File: src/rtl/scan_test_sequencer.sv
// Scan-test sequencer: drives scan enable, shift/capture clock enables and
// test-shell holds through N load/capture patterns plus a final unload.
module scan_test_sequencer #(
    parameter int CHAIN_LEN  = 64,
    parameter int CNT_W      = 8,
    parameter int PAT_W      = 8,
    parameter int SETTLE_CYC = 2
) (
    input  logic             clk,
    input  logic             rst_n,
    input  logic             start,
    input  logic             abort,
    input  logic [PAT_W-1:0] num_patterns,
    input  logic [1:0]       capture_cycles,
    output logic             se,
    output logic             shift_en,
    output logic             capture_en,
    output logic             hold_inputs,
    output logic             hold_outputs,
    output logic [CNT_W-1:0] shift_cnt,
    output logic [PAT_W-1:0] pattern_idx,
    output logic             busy,
    output logic             done,
    output logic             aborted
);

    typedef enum logic [3:0] {
        ST_IDLE, ST_HOLD, ST_SHIFT, ST_SE_FALL, ST_CAPTURE,
        ST_SE_RISE, ST_UNLOAD, ST_RELEASE, ST_DONE
    } state_t;

    localparam logic [CNT_W-1:0] SETTLE_LAST = CNT_W'(SETTLE_CYC - 1);
    localparam logic [CNT_W-1:0] SHIFT_LAST  = CNT_W'(CHAIN_LEN - 1);

    state_t           r_state, w_nxt;
    logic [CNT_W-1:0] r_cnt, w_cnt_nxt;
    logic [PAT_W-1:0] r_npat;
    logic [1:0]       r_cap;
    logic             r_abt;
    logic             w_accept, w_abort_go;
    logic             w_settle_end, w_shift_end, w_cap_end, w_last_pat;
    logic             w_shifting;

    assign w_settle_end = (r_cnt == SETTLE_LAST);
    assign w_shift_end  = (r_cnt == SHIFT_LAST);
    assign w_cap_end    = (r_cnt == CNT_W'(r_cap - 2'd1));
    assign w_last_pat   = (pattern_idx == r_npat - PAT_W'(1));

    // Next-state decode; abort overrides every active state except the release tail
    always_comb begin
        w_nxt      = r_state;
        w_accept   = 1'b0;
        w_abort_go = 1'b0;
        case (r_state)
            ST_IDLE: begin
                if (start && !abort) begin
                    w_accept = 1'b1;
                    w_nxt    = (num_patterns == '0) ? ST_DONE : ST_HOLD;
                end
            end
            ST_HOLD:    if (w_settle_end) w_nxt = ST_SHIFT;
            ST_SHIFT:   if (w_shift_end)  w_nxt = ST_SE_FALL;
            ST_SE_FALL: if (w_settle_end) w_nxt = ST_CAPTURE;
            ST_CAPTURE: if (w_cap_end)    w_nxt = ST_SE_RISE;
            ST_SE_RISE: if (w_settle_end) w_nxt = w_last_pat ? ST_UNLOAD : ST_SHIFT;
            ST_UNLOAD:  if (w_shift_end)  w_nxt = ST_RELEASE;
            ST_RELEASE: if (w_settle_end) w_nxt = ST_DONE;
            ST_DONE:    w_nxt = ST_IDLE;
            default:    w_nxt = ST_IDLE;
        endcase
        if (abort && r_state != ST_IDLE && r_state != ST_RELEASE && r_state != ST_DONE) begin
            w_nxt      = ST_RELEASE;
            w_abort_go = 1'b1;
        end
        // counter restarts on every state change, so each phase counts from 0
        if (w_nxt == r_state && r_state != ST_IDLE)
            w_cnt_nxt = r_cnt + CNT_W'(1);
        else
            w_cnt_nxt = '0;
    end

    assign w_shifting = (w_nxt == ST_SHIFT) || (w_nxt == ST_UNLOAD);

    // State, phase counter and configuration sampled on accepted start
    always_ff @(posedge clk or negedge rst_n) begin
        if (!rst_n) begin
            r_state <= ST_IDLE;
            r_cnt   <= '0;
            r_npat  <= '0;
            r_cap   <= '0;
            r_abt   <= 1'b0;
        end else begin
            r_state <= w_nxt;
            r_cnt   <= w_cnt_nxt;
            if (w_accept) begin
                r_npat <= num_patterns;
                r_cap  <= (capture_cycles == 2'd0) ? 2'd1 : capture_cycles;
                r_abt  <= 1'b0;
            end else if (w_abort_go) begin
                r_abt  <= 1'b1;
            end
        end
    end

    // Registered outputs decoded from the next state so they line up with it
    always_ff @(posedge clk or negedge rst_n) begin
        if (!rst_n) begin
            se           <= 1'b0;
            shift_en     <= 1'b0;
            capture_en   <= 1'b0;
            hold_inputs  <= 1'b0;
            hold_outputs <= 1'b0;
            shift_cnt    <= '0;
            pattern_idx  <= '0;
            busy         <= 1'b0;
            done         <= 1'b0;
            aborted      <= 1'b0;
        end else begin
            se           <= (w_nxt == ST_HOLD) || (w_nxt == ST_SE_RISE) || w_shifting;
            shift_en     <= w_shifting;
            capture_en   <= (w_nxt == ST_CAPTURE);
            hold_inputs  <= (w_nxt != ST_IDLE) && (w_nxt != ST_DONE);
            hold_outputs <= (w_nxt != ST_IDLE) && (w_nxt != ST_DONE);
            busy         <= (w_nxt != ST_IDLE);
            done         <= (w_nxt == ST_DONE);
            // r_abt may still hold a previous run's abort when start goes straight to DONE
            aborted      <= (w_nxt == ST_DONE) && (r_state != ST_IDLE) && r_abt;
            if (w_shifting)
                shift_cnt <= w_cnt_nxt;
            else if (w_accept)
                shift_cnt <= '0;
            if (w_accept)
                pattern_idx <= '0;
            else if (r_state == ST_SE_RISE && w_nxt == ST_SHIFT)
                pattern_idx <= pattern_idx + PAT_W'(1);
        end
    end

endmodule

File: config.mk
export PLATFORM = sky130hd
export DESIGN_NAME = scan_test_sequencer
export DESIGN_NICKNAME = d
export VERILOG_FILES = /design/src/rtl/scan_test_sequencer.sv
export SDC_FILE = /design/constraint.sdc
export NUM_CORES = 1
export LEC_CHECK = 0
export CORE_MARGIN = 5
export CORE_UTILIZATION = 35
export DETAILED_ROUTE_END_ITERATION = 12
export GPL_ROUTABILITY_DRIVEN = 0
export RECOVER_POWER = 25
export SYNTH_ARGS = -nofsm -noshare
export SYNTH_HDL_FRONTEND = slang
export SYNTH_SLANG_ARGS = --single-unit
File: constraint.sdc
create_clock -name clk -period 7.26 [get_ports clk]
set_input_delay 1.452 -clock clk [delete_from_list [all_inputs] [get_ports clk]]
set_output_delay 1.452 -clock clk [all_outputs]
set_load 0.01 [all_outputs]
### Word level (Yosys, flattened, before mapping)

Cells that the tools add are included.

* logic and storage cells: 83
* input bits: 14
* register bits: 46

* add/subtract/negate cells: 4
* mux-type cells: 23
* reduce and logical (&&, ||, !) cells: 21
* equality and inequality tests: 21

Operators with widths (number)
* $mux W4: 10
* $mux W8: 5
* $pmux W4 S8: 1
* $eq A4 B3 Y1 const B: 7
* $add A8 B1 Y8 const B: 2
* $eq A8 B8 Y1: 2
* $eq A4 B2 Y1 const B: 3
* $logic_and A1 B1 Y1: 9
* $eq A4 B1 Y1 const B: 2
* $eq A8 B1 Y1 const B: 1
* $eq A8 B6 Y1 const B: 1
* $logic_not A8 Y1: 1
* $ne A4 B4 Y1 const B: 2
* $reduce_bool A4 Y1: 2
* $sub A8 B1 Y8 const B: 1
* $reduce_bool A2 Y1: 3
* $mux W1: 5
* $eq A4 B4 Y1: 1
* $eq A4 B4 Y1 const B: 1
* $logic_not A4 Y1: 1
* $ne A4 B3 Y1 const B: 1
* $logic_or A1 B1 Y1: 3
* $mux W3: 1
* $sub A2 B1 Y3 const B: 1
* 3 further kinds: 3

### Depth between registers and ports, before layout

Gate-level depths: netlist of run 1.

* depth after elaboration: 10
* gate-level depth with buffers: 8

### Least setup slack after synthesis of run 1

OpenSTA, ideal clock, no wires.

* path kind: input port to flip-flop
* from: in num_patterns[5]
* to: reg r_cnt[2]
* path buffers: 0
* path slack: 4.176 ns
* setup time: 0.075 ns
* data arrival time: 3.010 ns
* stages: 6
* cells stage by stage: or4_1 -> o211ai_1 -> a31oi_1 -> nor3_1 -> o211ai_1 -> nor2_1

* word-level cells in the longest chain between the ends: 8

RTL lines
* start, declared: line 13 `input logic [PAT_W-1:0] num_patterns,`
* $logic_not A8 Y1: line 58 `w_nxt = (num_patterns == '0) ? ST_DONE : ST_HOLD;`
* $mux W4: line 58
* $mux W4: line 56 `if (start && !abort) begin`
* $pmux W4 S8: line 54 `case (r_state)`
* $mux W4: line 71 `if (abort && r_state != ST_IDLE && r_state != ST_RELEASE && r_state != ST_DONE) begin`
* $eq A4 B4 Y1: line 76 `if (w_nxt == r_state && r_state != ST_IDLE)`
* $logic_and A1 B1 Y1: line 76
* $mux W8: line 76
* named net w_cnt_nxt[2]: line 36 `logic [CNT_W-1:0] r_cnt, w_cnt_nxt;`
* end signal, assigned: line 94 `r_cnt <= w_cnt_nxt;`
* end, declared: line 36

The timed path passes the listed nets, and every way through them passes these cells.
A chain may end at the register's enable or synchronous reset.

### Worst setup path in the final report of run 1

* from: in num_patterns[0]
* to: reg r_cnt[5]

Same word-level chain as after synthesis.

==> results_dict.tcl, run 1 <==
set metrics [dict create \
    crit_slowest_cell "or4_1" \
    max_freq_ghz 0.2816 \
    grt_antenna_before_repair 0 \
    drt-total-wl_um 5638 \
    final_area_mm2 0.003005 \
    drt_iter0_drc 103 \
    tns_ns 0 \
    syn_area_per_cell_um2 9.671 \
    ys.flop_type "dfrtp_1" \
    grt_usage_pct 13.78 \
    drv_cap 1 \
    num_antenna_cells 0 \
    die_h_um 93.94 \
    p_leak_nw 1.255 \
    fin_crit_sh_pct 48.91 \
    p_comb_share_pct 44.0 \
    ir_drop_v 0.0001326 \
    power_frac_clock_pct 16.1 \
    yosysSeqAreaShare_pct 46.68 \
    rows 30 \
    r2r_start "r_cnt[2]$_DFF_PN0_" \
    min_path_cells 1 \
    p_int_uw 584.3 \
    drc 0 \
    cp-end-kind "flip-flop" \
    power_switching_uw 398.3 \
    path_cells "clkdlybuf4s50_1, or4_1, o211ai_1, a31oi_1, nor3_1, o211ai_1, nor2_1" \
    cts_setup_buffers 0 \
    hp-start "shift_cnt[1]$_DFFE_PN0P_" \
    fp.dieW_um 93.94 \
    grt_max_degree 47 \
    finalHoldViolations 0 \
    htree_levels 2 \
    startpoint_type "primary input" \
    critPathMaxStageDelay_ns 0.59 \
    grt_pass1_wl_um 9604 \
    slew_headroom_pct -59.28 \
    finalSetupViolations 0 \
    die_area_mm2 0.008825 \
    final_util_pct 43.99 \
    cts_tree "yes" \
    violations "capacitance limit, slew limit" \
    cp_data_arrival_time_ns 3.79 \
    cts_made_buffers 5 \
    post_dp_cell_area_mm2 0.002917 \
    routed_via_density 5.101 \
    hp-class "flip-flop to flip-flop" \
    final_cell_mix "dfrtp_1, clkdlybuf4s50_1, nand2_1" \
    required_ns 7.50 \
    r2r_slack_ns 4.38 \
    clk_latency_ns 0.30 \
    drive_above_1_share_pct 7.534 \
    syn_inst 255 \
    ys_ff_latch 46 \
    yosys_warnings 0 \
    nets 310 \
    seq_power_share_pct 39.9 \
    hpwl_um 4191 \
    timing.critical_path.mode_cell "o211ai_1" \
    syn-cell-area_mm2 0.002466 \
    status "complete, but fails checks" \
    crit_fanout 8 \
    ant_nets 0 \
    synthArstFlopShare_pct 100.0 \
    finalClockSkew_ns 0.01009 \
    cp.buffers_inverters 1 \
    rr_worst_depth 6 \
    worst_slew_pin_slew_ns 2.389 \
    cts-hold-fix-buffers 0 \
    period_minus_slack_ns 3.551 \
    cts_root_buf "clkbuf_8" \
    vias 1979 \
    p_sw_share_pct 40.53 \
    whs_ns 0.4931 \
    port_buffers 37 \
    finalMaxSlewViolations 47 \
    crit_family "simple AND/OR/NAND/NOR gates" \
    first_pass_iters 4 \
    cts_resized 0 \
    cp.depth 7 \
    wl_per_cell_um 14.53 \
    ys_types 53 \
    grt_pass1_vias 1922 \
    ios 38 \
    syn_nets 274 \
    grt-ovfl-total 0 \
    clkTransAtPathRegs_ns 0.09 \
    cts_sinks 46 \
    min_to "shift_cnt[1]$_DFFE_PN0P_" \
    initial_core_util_pct 36.10 \
    clockBufferDepth 2 \
    final_common_cell "dfrtp_1" \
    powerDensity_mw_per_mm2 327.0 \
    rsz0062_at_grt "no" \
    coreArea_mm2 0.006832 \
    path_class "primary input to flip-flop" \
    synth_edf_count 0 \
    r2r-end "r_cnt[5]$_DFF_PN0_" \
    syn2layout_area_growth_pct 21.87 \
]
worst register-to-register path, stage by stage (launching register included):
cell and delay [ns]:
dfrtp_1 0.45, nor4_1 0.63, nand3b_1 0.19, a2111oi_2 0.58
nor3_1 0.19, o211ai_1 0.60, nor2_1 0.11
Yosys cell counts (all sizes together) (2+ instances only):
master	number	area [um2]
a21oi	10	50.05
and2	3	18.77
and3	6	37.54
and4	3	27.53
buf	2	12.51
clkbuf	6	22.52
dfrtp	46	1151
ha	5	62.56
inv	9	33.78
nand2	32	120.1
nand2b	3	18.77
nand3	13	65.06
nand3b	2	15.01
nand4	5	31.28
nand4b	2	17.52
nor2	21	81.33
nor2b	4	25.02
nor3	5	25.02
nor3b	3	22.52
nor4	3	18.77
o211ai	2	15.01
o21ai	8	40.03
o2bb2ai	8	70.07
o31ai	3	22.52
or2	2	12.52
or3	5	31.28
or4	6	48.80
xnor2	12	105.1
xor2	8	70.07
state kept, by name, indices dropped and copies added, names as in the netlist, 2 cells and up:
signal       flops
pattern_idx      8
r_cap            2
r_cnt            8
r_npat           8
r_state          4
shift_cnt        8
area by class of cell:
cell class | count | area [um2]
sequential | 46 | 1151
clock inverter | 3 | 21.27
clock buffer | 5 | 68.82
tap | 96 | 120.1
multi-input combinational | 192 | 1246
inverter | 9 | 33.78
fill | 684 | 3826
timing repair buffer | 37 | 364.1
power by group through the flow:
stage          combinational (mW)  sequential, mW  clock (mW)
2_1_floorplan               0.307           0.379           0
3_3_place_gp                0.430           0.397           0
3_5_place_dp                0.434           0.398           0
4_1_cts                     0.437           0.392       0.164
5_1_grt                     0.480           0.406       0.174
6_report                    0.432           0.392       0.158
stage by stage:
| step | setup slack [ns] | total power, mW | std cells |
|---|---|---|---|
| floorplan | 4.176 | 0.6852 | 255 |
| global placement | 3.448 | 0.8274 | 380 |
| detailed placement | 3.364 | 0.8325 | 380 |
| CTS | 3.700 | 0.9941 | 388 |
| global route | 3.374 | 1.061 | 388 |
| finish | 3.709 | 0.9826 | 388 |
worst max-delay path by stage:
| stage | from | endpoint | slack (ns) |
|---|---|---|---|
| 6_report | num_patterns[0] | r_cnt[5]$_DFF_PN0_ | 3.71 |
| 5_1_grt | rst_n | r_npat[0]$_DFFE_PN0P_ | 3.37 |
| 4_1_cts | num_patterns[0] | r_cnt[4]$_DFF_PN0_ | 3.70 |
| 3_5_place_dp | num_patterns[1] | r_cnt[4]$_DFF_PN0_ | 3.36 |
| 3_3_place_gp | num_patterns[1] | r_cnt[2]$_DFF_PN0_ | 3.45 |
| 2_1_floorplan | num_patterns[5] | r_cnt[2]$_DFF_PN0_ | 4.18 |
logic make-up after synthesis:
family	Yosys count	synth area share, %
mux	2	0.8625
flops	46	46.68
compound gates	44	13.50
xor+xnor	20	7.103
buf+inv	17	2.790
fa+ha+maj	5	2.537
simple gates	121	26.54
layer usage:
metal  part of all wire, %  GRT usage (%)  vias up  routed length, um
met4                   1.4          4.332        0                 78
li1                      -              -      990                  -
met1                    52          19.93      952               2906
met2                    44          20.40       29               2472
met3                   3.2          3.045        8                180
met5                     0              0        -                  0
Power figures use the tool's default switching activity.
==> run 2: changes to the inputs <==
clock period = 3.23 ns   (was 7.26 ns; I/O delays follow)
==> run 2 against run 1 <==
The flow now finishes without violations. Die area stayed put. Critical path type is now flip-flop to flip-flop. Clock skew shrank 0.0065 ns. Sequential power grew 130%. Non-clock buffer count rose by 4. First-iteration DRC count down 4.9%.
==> results_dict.tcl, run 2 (same netlist as run 1, synthesis figures left out) <==
set metrics [dict create \
    p_leak_nw 1.289 \
    routed_via_density 5.084 \
    max_freq_ghz 0.3798 \
    first_pass_iters 4 \
    cp-end-kind "flip-flop" \
    finalHoldViolations 0 \
    port_buffers 37 \
    cts_made_buffers 5 \
    cts_sinks 46 \
    hp-class "flip-flop to flip-flop" \
    hpwl_um 4296 \
    powerDensity_mw_per_mm2 757.4 \
    drv_cap 0 \
    grt_antenna_before_repair 0 \
    slew_headroom_pct 32.48 \
    path_cells "or4_4, or4b_4, a32oi_2, a41oi_2, nand4_1, mux2_2" \
    drive_above_1_share_pct 8.814 \
    die_h_um 93.94 \
    path_class "flip-flop to flip-flop" \
    cts_setup_buffers 0 \
    crit_family "simple AND/OR/NAND/NOR gates" \
    rsz0062_at_grt "no" \
    wl_per_cell_um 14.88 \
    rows 30 \
    final_common_cell "dfrtp_1" \
    drt_iter0_drc 98 \
    die_area_mm2 0.008825 \
    coreArea_mm2 0.006832 \
    crit_fanout 7 \
    ant_nets 0 \
    finalSetupViolations 0 \
    required_ns 3.42 \
    critPathMaxStageDelay_ns 0.57 \
    fin_crit_sh_pct 81.52 \
    num_antenna_cells 0 \
    clkTransAtPathRegs_ns 0.08 \
    power_frac_clock_pct 19.1 \
    syn2layout_area_growth_pct 24.05 \
    clk_latency_ns 0.30 \
    grt_pass1_vias 2008 \
    startpoint_type "flip-flop" \
    cts_root_buf "clkbuf_8" \
    finalMaxSlewViolations 0 \
    finalClockSkew_ns 0.003554 \
    clockBufferDepth 2 \
    cts_tree "yes" \
    power_switching_uw 891.5 \
    cts_resized 0 \
    nets 314 \
    fill_cells 691 \
    fp.dieW_um 93.94 \
    drt-total-wl_um 5819 \
    p_int_mw 1.425 \
    worst_slew_pin_slew_ns 1.013 \
    grt-ovfl-total 0 \
    grt_usage_pct 14.56 \
    tns_ns 0 \
    ir_drop_v 0.0003512 \
    grt_max_degree 47 \
    grt_pass1_wl_um 10100 \
    period_minus_slack_ns 2.633 \
    drc 0 \
    crit_slowest_cell "or4_4" \
    p_sw_share_pct 38.48 \
    cts-hold-fix-buffers 0 \
    vias 1988 \
    htree_levels 2 \
    cp_data_arrival_time_ns 2.82 \
    status "completed" \
    initial_core_util_pct 36.10 \
    seq_power_share_pct 38.2 \
    cp.buffers_inverters 0 \
    ios 38 \
    final_util_pct 44.78 \
    p_comb_share_pct 42.8 \
    final_cell_mix "dfrtp_1, clkdlybuf4s50_1, nand2_1" \
]
-- run 2: layout make-up --
cell class	instances	area, um2	area share, %
inverters	9	33.78	1.104
flip-flops and latches	46	1151	37.63
clock inverters	1	30.03	0.9816
well taps	96	120.1	3.926
clock buffers	6	82.58	2.699
multi-input cells	192	1246	40.74
repair buffers	41	395.4	12.92
-- run 2: path summary, 6_finish.rpt --
| check | to | cells after the start | slack, ns | from |
|---|---|---|---|---|
| max | pattern_idx[3]$_DFFE_PN0P_ | 6 | 0.60 | r_npat[3]$_DFFE_PN0P_ |
| min | shift_cnt[2]$_DFFE_PN0P_ | 1 | 0.49 | shift_cnt[2]$_DFFE_PN0P_ |
| max reg2reg | pattern_idx[3]$_DFFE_PN0P_ | 6 | 0.60 | r_npat[3]$_DFFE_PN0P_ |
| min reg2reg | shift_cnt[2]$_DFFE_PN0P_ | 1 | 0.49 | shift_cnt[2]$_DFFE_PN0P_ |
| max in group asynchronous | r_npat[7]$_DFFE_PN0P_ | 1 | 2.09 | rst_n |
| min in group asynchronous | r_npat[3]$_DFFE_PN0P_ | 1 | 0.51 | rst_n |
-- run 2: worst reg2reg max path, stage by stage (launching register included) --
cell,delay (ns)
dfrtp_1,0.48
or4_4,0.57
or4b_4,0.53
a32oi_2,0.27
a41oi_2,0.19
nand4_1,0.15
mux2_2,0.33
-- run 2: power groups by stage --
stage	sequential, mW	clock (mW)	combinational, mW
after floorplan	0.851	0	0.689
after global placement	0.895	0	0.973
after detailed placement	0.896	0	0.996
after CTS	0.886	0.453	0.999
after global routing	0.913	0.477	1.12
final	0.885	0.441	0.991
-- run 2: routing by layer --
metal | GRT usage, % | share of wire (%)
met5 | 0 | 0
met4 | 5.535 | 1.4
met3 | 2.404 | 4.0
met2 | 21.41 | 44
met1 | 21.27 | 50
-- run 2: stage by stage --
stage               instance area [um2]  power, mW  instances  worst slack [ns]  hold slack [ns]
floorplan                          2466      1.540        255            0.7782           0.3504
global placement                   2947      1.868        384            0.4135           0.4746
detailed placement                 2947      1.892        384            0.3611           0.4728
CTS                                3059      2.338        391            0.5822           0.5031
global route                       3059      2.513        391            0.4120           0.5209
finish                             3059      2.317        391            0.5970           0.4939
